==> config.mk <==
export PLATFORM = sky130hd
export DESIGN_NAME = icache_refill_responder
export DESIGN_NICKNAME = d
export VERILOG_FILES = /design/src/rtl/icache_refill_responder.sv
export SDC_FILE = /design/constraint.sdc
export NUM_CORES = 1
export LEC_CHECK = 0
export BUFFER_PORTS_ARGS = -buffer_cell sky130_fd_sc_hd__buf_4
export CORE_AREA = 4 4 155 157
export DETAILED_ROUTE_END_ITERATION = 16
export DIE_AREA = 0 0 159 161
export GPL_TIMING_DRIVEN = 0
export PLACE_DENSITY = 0.76
export SYNTH_ARGS = -nofsm -noshare
export SYNTH_HDL_FRONTEND = slang
export SYNTH_SLANG_ARGS = --single-unit
==> constraint.sdc <==
create_clock -name Clk -period 1.8 [get_ports Clk]
set_input_delay 0.36 -clock Clk [delete_from_list [all_inputs] [get_ports Clk]]
set_output_delay 0.36 -clock Clk [all_outputs]
set_load 0.02 [all_outputs]
==> src/rtl/icache_refill_responder.sv <==
`default_nettype none
// +----------------------------------------------------------------------------+
// | Module      : icache_refill_responder                                      |
// | Description : Memory-side responder for the icache miss/refill handshake.  |
// |               Latches a missing line address, fetches LINE_WORDS 32-bit    |
// |               words over a req/ack memory port, and returns the assembled  |
// |               line with a one-cycle readready pulse.                       |
// | Options     : `define CRITICAL_WORD_FIRST_EN to fetch in wrap order        |
// |               starting at the requested word (line layout is unchanged).   |
// | Revision    : 1.0 - initial release                                        |
// +----------------------------------------------------------------------------+
module icache_refill_responder #(
  parameter int LINE_WORDS = 4,
  parameter int ADDR_W     = 32
) (
  input  logic                     Clk,
  input  logic                     Rst_n,
  input  logic                     readmiss,
  input  logic [ADDR_W-1:0]        address,
  output logic                     readready,
  output logic [32*LINE_WORDS-1:0] datareadmiss,
  output logic                     busy,
  output logic                     mem_req,
  output logic [ADDR_W-1:0]        mem_addr,
  input  logic                     mem_ack,
  input  logic [31:0]              mem_rdata
);

  localparam int c_OFF_W  = $clog2(LINE_WORDS);
  localparam int c_CNT_W  = c_OFF_W + 1;
  localparam int c_LINE_W = 32 * LINE_WORDS;
  // Byte-offset plus word-offset bits of an address within one line.
  localparam logic [ADDR_W-1:0]  c_LOW_MASK = ADDR_W'(LINE_WORDS * 4 - 1);
  localparam logic [c_CNT_W-1:0] c_LAST     = c_CNT_W'(LINE_WORDS - 1);
  localparam logic [c_CNT_W-1:0] c_ONE      = c_CNT_W'(1);

  typedef enum logic [1:0] {
    S_IDLE      = 2'd0,
    S_FETCH     = 2'd1,
    S_RESP      = 2'd2,
    S_WAIT_DROP = 2'd3
  } state_t;

  state_t                r_state;
  state_t                w_state_next;
  logic [ADDR_W-1:0]     r_base;
  logic [c_OFF_W-1:0]    r_start;
  logic [c_OFF_W-1:0]    w_start_in;
  logic [c_OFF_W-1:0]    w_slot;
  logic [c_CNT_W-1:0]    r_cnt;
  logic [c_LINE_W-1:0]   r_stage;
  logic [c_LINE_W-1:0]   w_stage_next;
  logic [c_LINE_W-1:0]   r_line;
  logic                  w_accept;
  logic                  w_take;
  logic                  w_last;

`ifdef CRITICAL_WORD_FIRST_EN
  assign w_start_in = address[c_OFF_W+1:2];
`else
  assign w_start_in = '0;
`endif

  // Slot index wraps naturally in c_OFF_W bits, giving the modulo-LINE_WORDS order.
  assign w_slot   = r_start + r_cnt[c_OFF_W-1:0];
  assign w_accept = (r_state == S_IDLE) && readmiss;
  assign w_take   = (r_state == S_FETCH) && mem_ack;
  assign w_last   = w_take && (r_cnt == c_LAST);

  // State register; async reset aborts any fill in progress.
  always_ff @(posedge Clk or negedge Rst_n) begin
    if (!Rst_n) begin
      r_state <= S_IDLE;
    end else begin
      r_state <= w_state_next;
    end
  end

  // Next-state and handshake outputs.
  always_comb begin
    w_state_next = r_state;
    readready    = 1'b0;
    busy         = 1'b1;
    mem_req      = 1'b0;
    mem_addr     = '0;
    case (r_state)
      S_IDLE: begin
        busy = 1'b0;
        if (readmiss) begin
          w_state_next = S_FETCH;
        end
      end
      S_FETCH: begin
        mem_req  = 1'b1;
        mem_addr = r_base + (ADDR_W'(w_slot) << 2);
        if (w_last) begin
          w_state_next = S_RESP;
        end
      end
      S_RESP: begin
        readready    = 1'b1;
        w_state_next = S_WAIT_DROP;
      end
      S_WAIT_DROP: begin
        // A still-high readmiss here is the icache lagging, not a new miss.
        if (!readmiss) begin
          w_state_next = S_IDLE;
        end
      end
      default: begin
        w_state_next = S_IDLE;
      end
    endcase
  end

  // Staging line with the current word merged into its slot.
  always_comb begin
    w_stage_next = r_stage;
    for (int i = 0; i < LINE_WORDS; i++) begin
      if (w_take && (w_slot == c_OFF_W'(i))) begin
        w_stage_next[32*i +: 32] = mem_rdata;
      end
    end
  end

  // Request latch, word counter, staging and the published line.
  always_ff @(posedge Clk or negedge Rst_n) begin
    if (!Rst_n) begin
      r_base  <= '0;
      r_start <= '0;
      r_cnt   <= '0;
      r_stage <= '0;
      r_line  <= '0;
    end else begin
      if (w_accept) begin
        r_base  <= address & ~c_LOW_MASK;
        r_start <= w_start_in;
        r_cnt   <= '0;
      end
      if (w_take) begin
        r_stage <= w_stage_next;
        r_cnt   <= r_cnt + c_ONE;
      end
      // The visible line only changes when a whole fill has landed.
      if (w_last) begin
        r_line <= w_stage_next;
      end
    end
  end

  assign datareadmiss = r_line;

endmodule
`default_nettype wire

==> flow_summary.yaml <==
outcome:
  status: "finished with violations"
  violations: "negative setup slack"
placement:
  dp.final_hpwl_um: 20800
  place_congestion: 0.787
  dpl.cell_count: 1607
  portBuffers: 224
synth:
  ys_seq_elements: 289
  synth-main-ff-cell: "dfrtp_1"
  synth.top_cell.area_share: 0.649
  synth_area_leaders: "dfrtp_1, nand2_1, a31oi_1, nor2_1, mux2_2"
  synth_edf_count: 0
  yosysTopAreaCell: "dfrtp_1"
  syn_area_um2: 11100
  ys_types: 19
  synth_area_per_cell_um2: 10.2
  synth_seq_area_share: 0.649
  yosysMostFrequentCell: "nand2_1"
  synthCells: 1095
  ys_warn_count: 0
  async_flop_share: 1.00
  yosys-top-cells-count: "nand2_1, dfrtp_1, nor2_1"
sta:
  setup_ws_ps: -259
  fmax_mhz: 486
  max_slew.worst_pin.slew_ps: 674
  finalHoldViolCount: 0
  tns_ps: -7450
  timing.slew.headroom: 0.550
  slew_viol_final: 0
  finalCritPeriodShare: 1.14
  whs_ps: 56.1
  finClkSkew_ps: 22.7
  rsz0062_at_grt: "yes"
  finalSetupViolCount: 34
  post-route-min-period_ps: 2060
worst_setup_path:
  slowest_stage: "dfrtp_1"
  critPathArrivalTime_ps: 1700
  path_delay_family: "buffers and inverters"
  worst_setup_path_end_kind: "output pin"
  cpPeakStageDelay_ps: 390
  crit_type: "reg -> out"
  path_max_fanout: 5
  path_cells: "inv_2, ha_4, buf_8, clkbuf_8, and2_4, buf_6"
  start_kind: "flop"
  cp_data_required_time_ps: 1440
  path_buf_inv: 4
detailed_routing:
  ant_nets: 0
  routedWlPerCell_um: 18.5
  routed_wl_um: 31000
  via_per_inst: 5.37
  drc: 0
  num_vias: 9012
  drt_iter0_drc: 561
  drtPass1Iterations: 5
floorplanning:
  io_pins: 231
  fp-row-count: 55
  die_h_um: 161
  dieArea_um2: 25600
  start_util: 0.495
  core_um2: 22500
  die_width_um: 159
clock_tree:
  htreeDepth: 1
  numCtsBuffers: 30
  cts_root_buf: "clkbuf_16"
  clk_pin_slew_ps: 60
  clk_path_buf_depth: 3
  cts.sinks: 289
  insertion_delay_ps: 550
  tritoncts: "done"
finish:
  antenna_cells: 0
  area.growth.synth_to_final_pct: 36.6
  drive_above_1_share: 0.319
  nets: 1454
  final_cell_count_no_fill: 1678
  n_fill_cell: 1710
  multi_input_area_um2: 3760
  regArea_um2: 7230
grt:
  grt_pass1_wl_um: 48900
  grt_max_degree: 126
  grt_overflow_total: 0
  grt_pass1_vias: 9254
  antenna_found_initial: 0
  grt_usage: 0.236
pwr:
  power_density_nw_per_um2: 1820
  p_leak_nw: 7.77
  ir_worst_vdd_mv: 1.04
flow_run:
  max_cap_viol_count: 0
hold_path:
  min_path_type: "in -> reg"
[registers in the layout, summed over array words and instances (netlist names)]
name / count
r_state: 2
r_cnt: 3
r_stage: 128
datareadmiss: 128
r_base: 28
[kinds of logic after synthesis]
logic type	synth area share
mux	0.0302
buf+inv	0.0369
fa+ha+maj	0.0112
compound gates	0.0741
flops	0.649
simple gates	0.198
other cells	0.000337
[cell type report]
type | instances | area share
sequential | 289 | 0.475
multi-input combinational | 734 | 0.247
timing repair buffer | 248 | 0.137
clock buffer | 46 | 0.0613
buffer | 67 | 0.0516
tap | 285 | 0.0234
clock inverter | 3 | 0.00263
inverter | 6 | 0.00181
[worst paths after layout]
path,start,endpoint,slack [ps],cells after the start
max in group asynchronous,Rst_n,datareadmiss[11],380,3
min reg2reg,r_stage[67],r_stage[67],460,2
max reg2reg,r_state[0],r_state[1],-50,9
min in group asynchronous,Rst_n,r_stage[91],370,2
max,r_state[1],mem_addr[15],-260,6
min,address[8],r_base[8],60,2
[routing by layer]
metal	track usage	wire length, um
met2	0.400	15000
met3	0.0618	2450
met4	0.0619	723
met5	0	0
met1	0.306	12800
[repair_timing]
| item | 4_1_cts | 5_1_grt |
|---|---|---|
| cloned | 2 | 3 |
| pin swaps | 14 | 4 |
| gates resized for setup | 107 | 135 |
| buffers inserted | 13 | 3 |
| hold buffers | 1 | 0 |
| endpoints found under the setup margin | 227 | 198 |
| endpoints found under the hold margin | 82 | 0 |
[where the power goes]
part,leakage (nW),internal (mW),switching [mW]
Combinational,3.63,5.02,5.88
Clock,0.482,3.65,2.42
Sequential,3.65,9.36,1.39
[cells in the final DEF (no fill, tap or decap), types with 5 or more instances in the layout]
cell type and instances:
a31oi_1 119, a31oi_2 9, and2_4 30, and3_1 5, buf_4 217, buf_6 64, buf_8 20, clkbuf_1 5
clkbuf_16 33, clkbuf_8 14, dfrtp_1 288, mux2_2 28, nand2_1 387, nor2_1 126
[metrics by stage]
| step | setup slack (ps) | total power, mW | utilization | area (um2) |
|---|---|---|---|---|
| after floorplan | 9.72 | 16.1 | - | 11100 |
| final | -259 | 27.7 | 0.676 | 15200 |
| after detailed placement | -249 | 20.3 | 0.589 | 13200 |
| after global routing | -323 | 29.4 | 0.676 | 15200 |
| after CTS | -270 | 27.4 | 0.653 | 14700 |
| after global placement | -2080 | 19.9 | 0.586 | 13200 |
Note: power is estimated with default switching activity, not from simulation.
